`src/rtl/periph_write_post_buf_pkg.sv`:
```
// Shared definitions for the peripheral posted-write buffer.
// Optional build macro: WPB_RAW_FWD_EN (read-after-write forwarding from queued entries).
package periph_write_post_buf_pkg;

    // Memory-bus defaults
    localparam int unsigned WPB_ADDR_W_DEFAULT = 32;
    localparam int unsigned WPB_DATA_W_DEFAULT = 32;
    localparam int unsigned WPB_DEPTH_DEFAULT  = 4;

    // Drain FSM encoding
    typedef enum logic [1:0] {
        D_IDLE  = 2'd0,
        D_WR    = 2'd1,
        D_RD    = 2'd2,
        D_RDONE = 2'd3
    } drain_state_t;

endpackage

```
`src/rtl/wpb_fifo.sv`:
```
// Synchronous FIFO with push/pop/head/full/empty/count.
// With WPB_RAW_FWD_EN defined, the storage array and head pointer are exported for lookups.
module wpb_fifo #(
    parameter int unsigned W     = 64,
    parameter int unsigned DEPTH = 4,
    localparam int unsigned PTR_W = $clog2(DEPTH),
    localparam int unsigned CNT_W = PTR_W + 1
) (
    input  logic                        clk,
    input  logic                        rst_n,
    input  logic                        push,
    input  logic [W-1:0]                din,
    input  logic                        pop,
    output logic [W-1:0]                head,
    output logic                        full,
    output logic                        empty,
`ifdef WPB_RAW_FWD_EN
    output logic [DEPTH-1:0][W-1:0]     entries,
    output logic [PTR_W-1:0]            head_ptr,
`endif
    output logic [CNT_W-1:0]            count
);

    logic [DEPTH-1:0][W-1:0] mem;
    logic [PTR_W-1:0]        wr_ptr;
    logic [PTR_W-1:0]        rd_ptr;

    // Storage write; contents need no reset since count gates validity
    always_ff @(posedge clk) begin
        if (push) begin
            mem[wr_ptr] <= din;
        end
    end

    // Pointers wrap naturally modulo DEPTH; count tracks occupancy
    always_ff @(posedge clk or negedge rst_n) begin
        if (!rst_n) begin
            wr_ptr <= '0;
            rd_ptr <= '0;
            count  <= '0;
        end else begin
            if (push) wr_ptr <= wr_ptr + PTR_W'(1);
            if (pop)  rd_ptr <= rd_ptr + PTR_W'(1);
            case ({push, pop})
                2'b10:   count <= count + CNT_W'(1);
                2'b01:   count <= count - CNT_W'(1);
                default: count <= count;
            endcase
        end
    end

    assign head  = mem[rd_ptr];
    assign full  = (count == CNT_W'(DEPTH));
    assign empty = (count == CNT_W'(0));

`ifdef WPB_RAW_FWD_EN
    assign entries  = mem;
    assign head_ptr = rd_ptr;
`endif

endmodule

```
`src/rtl/periph_write_post_buf.sv`:
```
// Posted-write buffer between the memory controller peripheral port and the AXI master.
// Writes are acknowledged on entry to the FIFO; reads stay ordered behind all posted writes.
// Optional build macro: WPB_RAW_FWD_EN answers reads from the youngest matching queued write.
module periph_write_post_buf
    import periph_write_post_buf_pkg::*;
#(
    parameter int unsigned ADDR_W = WPB_ADDR_W_DEFAULT,
    parameter int unsigned DATA_W = WPB_DATA_W_DEFAULT,
    parameter int unsigned DEPTH  = WPB_DEPTH_DEFAULT
) (
    input  logic              Clk,
    input  logic              Rst,
    input  logic [ADDR_W-1:0] P_AXIAddr,
    input  logic              P_StartAXIWrite,
    input  logic              P_StartAXIRead,
    input  logic [DATA_W-1:0] P_WriteData,
    output logic [DATA_W-1:0] P_ReadData,
    output logic              P_WriteCompleted,
    output logic              P_ReadCompleted,
    output logic [ADDR_W-1:0] M_AXIAddr,
    output logic              M_StartAXIWrite,
    output logic              M_StartAXIRead,
    output logic [DATA_W-1:0] M_WriteData,
    input  logic [DATA_W-1:0] M_ReadData,
    input  logic              M_WriteCompleted,
    input  logic              M_ReadCompleted,
    output logic              Empty
);

    localparam int unsigned PTR_W   = $clog2(DEPTH);
    localparam int unsigned CNT_W   = PTR_W + 1;
    localparam int unsigned ENTRY_W = ADDR_W + DATA_W;

    drain_state_t       state;
    logic               pend_valid;
    logic               pend_is_read;
    logic [ADDR_W-1:0]  pend_addr;
    logic [DATA_W-1:0]  pend_data;
    logic               push;
    logic               pop;
    logic               fwd_hit;
    logic [ENTRY_W-1:0] fifo_head;
    logic               fifo_full;
    logic               fifo_empty;
    logic [CNT_W-1:0]   fifo_count;

    // Posting is gated only by registered state, so the ack is a clean decode
    assign push             = pend_valid & ~pend_is_read & ~fifo_full;
    assign pop              = (state == D_WR) & M_WriteCompleted;
    assign P_WriteCompleted = push;
    assign Empty            = (fifo_count == CNT_W'(0)) & (state == D_IDLE) & ~pend_valid;

`ifdef WPB_RAW_FWD_EN
    logic [DEPTH-1:0][ENTRY_W-1:0] fifo_entries;
    logic [PTR_W-1:0]              fifo_head_ptr;
    logic [PTR_W-1:0]              fwd_idx;
    logic [DATA_W-1:0]             fwd_data;

    wpb_fifo #(.W(ENTRY_W), .DEPTH(DEPTH)) u_fifo (
        .clk      (Clk),
        .rst_n    (Rst),
        .push     (push),
        .din      ({pend_addr, pend_data}),
        .pop      (pop),
        .head     (fifo_head),
        .full     (fifo_full),
        .empty    (fifo_empty),
        .entries  (fifo_entries),
        .head_ptr (fifo_head_ptr),
        .count    (fifo_count)
    );

    // Scan oldest to youngest so the youngest matching entry wins
    always_comb begin
        fwd_hit  = 1'b0;
        fwd_data = '0;
        fwd_idx  = '0;
        for (int unsigned i = 0; i < DEPTH; i++) begin
            fwd_idx = fifo_head_ptr + PTR_W'(i);
            if ((CNT_W'(i) < fifo_count) &&
                (fifo_entries[fwd_idx][ENTRY_W-1 -: ADDR_W] == pend_addr)) begin
                fwd_hit  = 1'b1;
                fwd_data = fifo_entries[fwd_idx][DATA_W-1:0];
            end
        end
        if (!(pend_valid && pend_is_read)) fwd_hit = 1'b0;
    end
`else
    wpb_fifo #(.W(ENTRY_W), .DEPTH(DEPTH)) u_fifo (
        .clk   (Clk),
        .rst_n (Rst),
        .push  (push),
        .din   ({pend_addr, pend_data}),
        .pop   (pop),
        .head  (fifo_head),
        .full  (fifo_full),
        .empty (fifo_empty),
        .count (fifo_count)
    );

    assign fwd_hit = 1'b0;
`endif

    // Single-entry pending slot; new requests are dropped while it is occupied
    always_ff @(posedge Clk or negedge Rst) begin
        if (!Rst) begin
            pend_valid   <= 1'b0;
            pend_is_read <= 1'b0;
            pend_addr    <= '0;
            pend_data    <= '0;
        end else if (pend_valid) begin
            if (push || fwd_hit || (state == D_RDONE)) pend_valid <= 1'b0;
        end else if (P_StartAXIWrite || P_StartAXIRead) begin
            pend_valid   <= 1'b1;
            pend_is_read <= ~P_StartAXIWrite;
            pend_addr    <= P_AXIAddr;
            pend_data    <= P_WriteData;
        end
    end

    // Drain FSM: one AXI transaction at a time, reads only once all writes have retired
    always_ff @(posedge Clk or negedge Rst) begin
        if (!Rst) begin
            state           <= D_IDLE;
            M_AXIAddr       <= '0;
            M_WriteData     <= '0;
            M_StartAXIWrite <= 1'b0;
            M_StartAXIRead  <= 1'b0;
            P_ReadData      <= '0;
            P_ReadCompleted <= 1'b0;
        end else begin
            M_StartAXIWrite <= 1'b0;
            M_StartAXIRead  <= 1'b0;
            P_ReadCompleted <= fwd_hit;
`ifdef WPB_RAW_FWD_EN
            if (fwd_hit) P_ReadData <= fwd_data;
`endif
            case (state)
                D_IDLE: begin
                    if (!fifo_empty) begin
                        M_AXIAddr       <= fifo_head[ENTRY_W-1 -: ADDR_W];
                        M_WriteData     <= fifo_head[DATA_W-1:0];
                        M_StartAXIWrite <= 1'b1;
                        state           <= D_WR;
                    end else if (pend_valid && pend_is_read) begin
                        M_AXIAddr      <= pend_addr;
                        M_StartAXIRead <= 1'b1;
                        state          <= D_RD;
                    end
                end
                D_WR: begin
                    if (M_WriteCompleted) state <= D_IDLE;
                end
                D_RD: begin
                    if (M_ReadCompleted) begin
                        P_ReadData      <= M_ReadData;
                        P_ReadCompleted <= 1'b1;
                        state           <= D_RDONE;
                    end
                end
                D_RDONE: begin
                    state <= D_IDLE;
                end
            endcase
        end
    end

`ifndef SYNTHESIS
    // Upstream protocol checks: one request at a time, never both kinds at once
    always_ff @(posedge Clk) begin
        if (Rst) begin
            assert (!(P_StartAXIWrite && P_StartAXIRead));
            assert (!(pend_valid && (P_StartAXIWrite || P_StartAXIRead)));
        end
    end
`endif

endmodule

```
`config.mk`:
```
export PLATFORM = sky130hd
export DESIGN_NAME = periph_write_post_buf
export DESIGN_NICKNAME = d
export VERILOG_FILES = /design/src/rtl/periph_write_post_buf_pkg.sv /design/src/rtl/wpb_fifo.sv /design/src/rtl/periph_write_post_buf.sv
export SDC_FILE = /design/constraint.sdc
export NUM_CORES = 1
export LEC_CHECK = 0
export BUFFER_PORTS_ARGS = -buffer_cell sky130_fd_sc_hd__buf_2
export CAP_MARGIN = 20
export CORE_MARGIN = 2
export CORE_UTILIZATION = 55
export CTS_CLUSTER_SIZE = 10
export DETAILED_ROUTE_END_ITERATION = 8
export PLACE_DENSITY = 0.81
export SLEW_MARGIN = 5
export SYNTH_ARGS = -nofsm -noshare
export SYNTH_HDL_FRONTEND = slang
export SYNTH_HIERARCHICAL = 1
export SYNTH_SLANG_ARGS = --single-unit
```
`constraint.sdc`:
```
create_clock -name Clk -period 4.3 [get_ports Clk]
set_input_delay 0.645 -clock Clk [delete_from_list [all_inputs] [get_ports Clk]]
set_output_delay 0.645 -clock Clk [all_outputs]
set_load 0.005 [all_outputs]
```
==> impl_metrics.yaml, run 1 <==
power_and_ir_drop:
  power_density_mw_per_mm2: 796
  irDropWorstVdd_mv: 0.471
  p_leak_nw: 7.47
timing:
  fin_skew_ps: 11.6
  max_slew.worst_pin.slew_ps: 1050
  holdWs_ps: 199
  drv_slew: 0
  period_share: 0.686
  min_period_ps: 2950
  fmax_mhz: 339
  finalSetupTns_ps: 0
  rsz0062_at_grt: "false"
  setup_viol: 0
  hold_viol: 0
  relSlewSlack: 0.302
clock_tree:
  cts_root_buf: "clkbuf_16"
  clock_latency_ps: 550
  clk_pin_slew_ps: 60
  hold_buffers: 0
  cts.sinks: 430
  post_cts_buffers: 0
  cts-buffers-inserted: 49
  cts_tree: "yes"
  ctsHtreeMaxLevel: 2
  cts_resized: 0
  cts.path.max_buffers: 3
floorplanning:
  core_mm2: 0.0294
  start_util: 0.555
  rows: 63
  dieArea_mm2: 0.0311
  die_width_um: 176
  die_h_um: 176
  top_level_ports: 203
worst_setup_path:
  worst-path-max-fanout: 10
  crit_chain: "inv_1 > and3_1 > nor3b_1 > buf_2"
  endpoint_kind: "output pin"
  cp_top_family: "simple AND/OR/NAND/NOR gates"
  required_ps: 3650
  arrival_ps: 2310
  max_stage_delay_ps: 830
  startpoint_type: "flip-flop"
  path_class: "reg -> out"
  cp_num_buf_inv: 2
  slowest_stage: "nor3b_1"
placement:
  dpl.hpwl_mm: 17.9
  placed_cell_area_mm2: 0.0177
  place_congestion: 0.698
  portBuffers: 202
drt:
  drc: 0
  drtIter0Drc: 530
  viasPerCell: 5.55
  wirelength_mm: 31.1
  wire_per_inst_um: 21.7
  drt-pass1-iter-count: 4
  vias: 7942
  antenna_left: 0
yosys:
  yosys_warnings: 6
  seq_area_frac_synth: 0.738
  yosysTopAreaCellShare: 0.471
  syn-cell-area_mm2: 0.0163
  synth_top_area_cell: "edfxtp_1"
  synth_cells: 774
  ys_ff_latch: 430
  synthTopCellsByArea: "edfxtp_1 (47%), dfrtp_1 (27%), mux2_2 (12%), mux4_2 (8.8%), mux2_4 (0.92%)"
  syn_nets: 882
  yosys.cell_types.count: 31
  synth_area_per_cell_um2: 21.1
status:
  status: "finished, final reports clean"
layout:
  nets: 1107
  drive_gt1_frac: 0.510
  finalInstanceArea_mm2: 0.0191
  areaGrowthSynthToFinish_pct: 17.1
hold_path:
  hp-class: "in -> async"
job:
  cap_violations: 0
global_routing:
  grt_pass1_wl_mm: 48.0
  gr-total-overflow: 0
  grt_pass1_vias: 8466
  grt_util_all_layers: 0.203
  antenna_found_initial: 1
  grt_max_degree: 111
-- power by group --
part	total [mW]	internal [mW]	switching (mW)	leakage (nW)
combinational	3.94	2.32	1.63	2.35
sequential	7.53	6.31	1.22	4.44
clock	3.76	2.21	1.55	0.682
-- layout by cell type, fill, tap and decap left out, types with 4 or more instances in the layout --
cell,count
buf_2,201
ha_1,5
mux2_2,181
and2_4,4
clkbuf_16,49
inv_1,9
nand2_1,6
mux4_2,64
xor2_1,4
edfxtp_1,256
o21ai_0,5
dfrtp_1,172
buf_4,6
mux2_4,10
clkbuf_1,38
-- area by class of cell --
| cell class | instances | area, um2 |
|---|---|---|
| inverter | 9 | 33.8 |
| tap | 390 | 488 |
| multi-input combinational | 299 | 4000 |
| fill | 1937 | 10300 |
| clock inverter | 4 | 67.6 |
| clock buffer | 87 | 1370 |
| timing repair buffer | 210 | 1100 |
| sequential | 430 | 12000 |
| antenna | 1 | 2.50 |
-- sequential cells by signal (all words and copies together) (netlist names), 3 cells and up --
| register | count |
|---|---|
| M_AXIAddr | 32 |
| M_WriteData | 32 |
| P_ReadData | 32 |
| pend_addr | 32 |
| pend_data | 32 |
| u_fifo/count | 3 |
| u_fifo/mem | 256 |
-- stage by stage --
stage | cells | total power [mW] | utilization | setup WS (ps)
final | 1430 | 15.2 | 0.650 | 1350
after global routing | 1430 | 16.0 | 0.650 | 1180
after CTS | 1429 | 15.4 | 0.650 | 1350
after detailed placement | 1338 | 11.6 | 0.601 | 1420
after global placement | 1338 | 11.3 | 0.601 | 1540
after floorplan | 774 | 10.1 | - | 1040
-- cell usage after synthesis --
cell type and instances:
and3_1 1, mux2_1 1, mux2_2 181, a211oi_4 1
nand3_1 1, xnor2_1 2, o21ai_0 5, mux4_2 64
nor3b_1 1, ha_1 5, buf_6 11, a21oi_1 1
nor2_1 2, fa_1 1, mux2i_1 1, xor2_1 4
nand2_1 6, buf_2 14, o21bai_1 1, mux2_4 10
dfrtp_1 174, buf_4 10, clkbuf_1 1, inv_1 9
or4_1 1, nand2_2 1, and2_1 4, nor3_1 3
nand3b_2 1, nor3_4 1, edfxtp_1 256
-- layer usage --
layer	global-route usage	share of wire	wire length [um]
met5	0	0	0
met4	0.0640	0.027	850
met3	0.0349	0.054	1690
met2	0.344	0.51	15900
met1	0.271	0.41	12600
-- worst paths after layout --
check | slack [ps] | startpoint | cells after the start | end
worst max-delay path | 1350 | u_fifo/count[1] | 4 | P_WriteCompleted
worst min-delay path | 200 | Rst | 1 | P_ReadData[19]
worst max register to register | 1370 | u_fifo/count[1] | 4 | u_fifo/mem[177]
worst min register to register | 490 | M_WriteData[5] | 1 | M_WriteData[5]
max in group asynchronous | 3010 | Rst | 2 | pend_data[12]
min in group Clk | 330 | P_WriteData[30] | 2 | pend_data[30]
-- worst register-to-register path, cell delays in order, from the launching register on --
cell and delay, ps:
dfrtp_1 380, inv_1 100, and3_1 190, nor3b_1 830
and2_4 1020
-- cells by family (layout without fill, tap and decap cells) --
family	count (synthesis)	count (layout)	share of synthesized area
multiplexers	257	257	0.224
XOR/XNOR	6	6	0.00322
flip-flops	430	430	0.738
adder cells (fa/ha/maj)	6	6	0.00506
AO/OA/AOI/OAI	8	8	0.00353
other	0	1	0
buffers and inverters	45	310	0.0188
AND/OR/NAND/NOR	22	22	0.00797
Power figures use the tool's default switching activity.
==> inputs of run 2 (changes only) <==
- ABC_AREA: not set -> 1
- CORE_UTILIZATION: 55 -> 53
- clock period: 4.3 -> 2.4 ns (I/O delays scaled with it)
==> run 2 against run 1 <==
  * Cell area up 10%
  * Die area up 15%
  * Global-route usage up 1.8 points
  * Critical path type is now reg -> reg
  * Clock power up 79%
  * Synthesized cell count up 110%
  * Power up 93%
  * Synthesized area up 11%
==> impl_metrics.yaml, run 2 <==
clock_tree:
  clock_latency_ps: 550
  cts_tree: "yes"
  cts_root_buf: "clkbuf_16"
  clk_pin_slew_ps: 60
  cts.sinks: 430
  cts.path.max_buffers: 3
  ctsHtreeMaxLevel: 2
  cts-buffers-inserted: 49
  cts_resized: 0
timing:
  setup_viol: 0
  fmax_mhz: 465
  relSlewSlack: 0.437
  drv_slew: 0
  fin_skew_ps: 16.0
  min_period_ps: 2150
  finalSetupTns_ps: 0
  period_share: 0.897
  max_slew.worst_pin.slew_ps: 843
  hold_viol: 0
  rsz0062_at_grt: "false"
worst_setup_path:
  r2r_slack_ps: 250
  r2r_start: "state[1]"
  path_class: "reg -> reg"
  slowest_stage: "a21oi_4"
  cp_num_buf_inv: 2
  arrival_ps: 2600
  worst-path-max-fanout: 35
  required_ps: 2850
  crit_chain: "nor2_2 > inv_1 > a21oi_4 > buf_4 > nand2_1 > o21ai_0"
  r2r_cells: 6
  reg2reg_to: "M_AXIAddr[19]"
  crit_end: "M_AXIAddr[19]"
  endpoint_kind: "flip-flop"
  cp_top_family: "compound AO/OA/AOI/OAI gates"
  max_stage_delay_ps: 660
  setup.worst_path.start: "state[1]"
  startpoint_type: "flip-flop"
  cp.depth: 6
layout:
  nFillCells: 2569
  layout.cells.most_common: "nand2_1"
  multi_input_area_mm2: 0.00447
  nets: 1940
  antennaDiodeCount: 0
  drive_gt1_frac: 0.227
  regArea_mm2: 0.0120
  largest_reg_flops: 256
  finalInstanceArea_mm2: 0.0211
  layout_common_cells: "nand2_1 (558), edfxtp_1 (256), inv_1 (241)"
  top_register: "u_fifo/mem"
  areaGrowthSynthToFinish_pct: 16.4
yosys:
  synthTopCellsByArea: "edfxtp_1 (42%), dfrtp_1 (24%), nand2_1 (12%), o211ai_2 (5.9%), inv_1 (5.1%)"
  synthTopCellsByCount: "nand2_1 (558), edfxtp_1 (256), inv_1 (245)"
  yosysMostFrequentCell: "nand2_1"
  synth_edf_count: 256
  yosys.cell_types.count: 29
  yosys_warnings: 6
  synthFlopType: "edfxtp_1"
  synth_area_per_cell_um2: 11.2
  async_flop_share: 0.405
  synth_cells: 1614
  syn_nets: 1722
  yosysTopAreaCellShare: 0.424
  synth_top_area_cell: "edfxtp_1"
  syn-cell-area_mm2: 0.0181
  seq_area_frac_synth: 0.665
  ys_ff_latch: 430
floorplanning:
  dieArea_mm2: 0.0357
  die_h_um: 189
  rows: 67
  core_mm2: 0.0336
  start_util: 0.539
  top_level_ports: 203
  die_width_um: 189
drt:
  wirelength_mm: 38.8
  wire_per_inst_um: 16.7
  viasPerCell: 5.14
  drt-pass1-iter-count: 5
  vias: 11900
  drtIter0Drc: 833
  drc: 0
  antenna_left: 0
placement:
  dpl.hpwl_mm: 23.1
  place_congestion: 0.765
  portBuffers: 202
  placed_cell_area_mm2: 0.0195
power_and_ir_drop:
  irDropWorstVdd_mv: 0.901
  p_leak_nw: 9.75
  power_density_mw_per_mm2: 1390
global_routing:
  grt_pass1_vias: 12100
  grt_pass1_wl_mm: 62.8
  grt_max_degree: 102
  antenna_found_initial: 0
  gr-total-overflow: 0
  grt_util_all_layers: 0.221
status:
  status: "finished, final reports clean"
hold_path:
  min_from: "M_ReadData[29]"
  hp-class: "in -> reg"
job:
  cap_violations: 0
## run 2: cell types whose count changed after synthesis, moves of 43 or more
cell and delta:
o211ai_2 +85, nand2_1 +552, o21ai_0 +95, mux2_2 -181, mux4_2 -64, inv_1 +236
o211ai_1 +43
## run 2: timing repair
item | CTS | global route
buffers inserted | 0 | 0
hold endpoints to repair | 70 | 0
hold buffers | 14 | 0
## run 2: where the power goes
group	switching (mW)	total (mW)	internal (mW)	leakage [nW]
logic	6.17	9.64	3.47	4.56
registers	1.76	13.0	11.2	4.50
clock network	2.74	6.72	3.98	0.684
total	10.7	29.3	18.6	9.75
## run 2: worst min path at each step
stage	to	depth (start not counted)
3_5_place_dp	M_WriteData[20]	1
3_3_place_gp	pend_data[20]	1
4_1_cts	P_ReadData[4]	3
5_1_grt	P_ReadData[25]	3
2_1_floorplan	M_AXIAddr[0]	0
6_report	P_ReadData[29]	3
## run 2: cell families (layout without fill, tap and decap cells)
group / after synthesis / count (layout) / synth area share
and+or+nand+nor: 610 / 610 / 0.133
DFF: 430 / 430 / 0.665
buffers and inverters: 331 / 589 / 0.0894
AOI/OAI and AO/OA: 233 / 233 / 0.106
adders and majority gates: 6 / 6 / 0.00456
xor gates and xnor gates: 4 / 4 / 0.00235
## run 2: through the flow
| step | hold WS, ps | setup WS, ps | instances | utilization | total power [mW] |
|---|---|---|---|---|---|
| after detailed placement | 400 | 259 | 2215 | 0.580 | 22.6 |
| after global placement | 406 | 399 | 2215 | 0.580 | 22.1 |
| final | 20.3 | 248 | 2320 | 0.627 | 29.3 |
| after global routing | 13.8 | 47.4 | 2320 | 0.627 | 31.3 |
| after CTS | 0.250 | 239 | 2320 | 0.627 | 29.5 |
| after floorplan | 64.4 | 116 | 1614 | - | 19.7 |
## run 2: routing by layer
layer,routed length [um],GRT usage,vias up
li1,-,-,5653
met1,15900,0.286,5792
met2,19500,0.384,417
met3,2790,0.0447,54
met4,646,0.0526,0
met5,0,0,-
## run 2: worst reg2reg max path, cell delays in order (launching register included)
cell     delay (ps)
dfrtp_1         430
nor2_2          210
inv_1           120
a21oi_4         660
buf_4           450
nand2_1         100
o21ai_0         100
## run 2: layout make-up
cell class	count	share of cell area
clock buffer	89	0.0678
clock inverter	2	0.000772
inverter	248	0.0449
multi-input combinational	853	0.212
sequential	430	0.572
tap	448	0.0266
timing repair buffer	250	0.0766
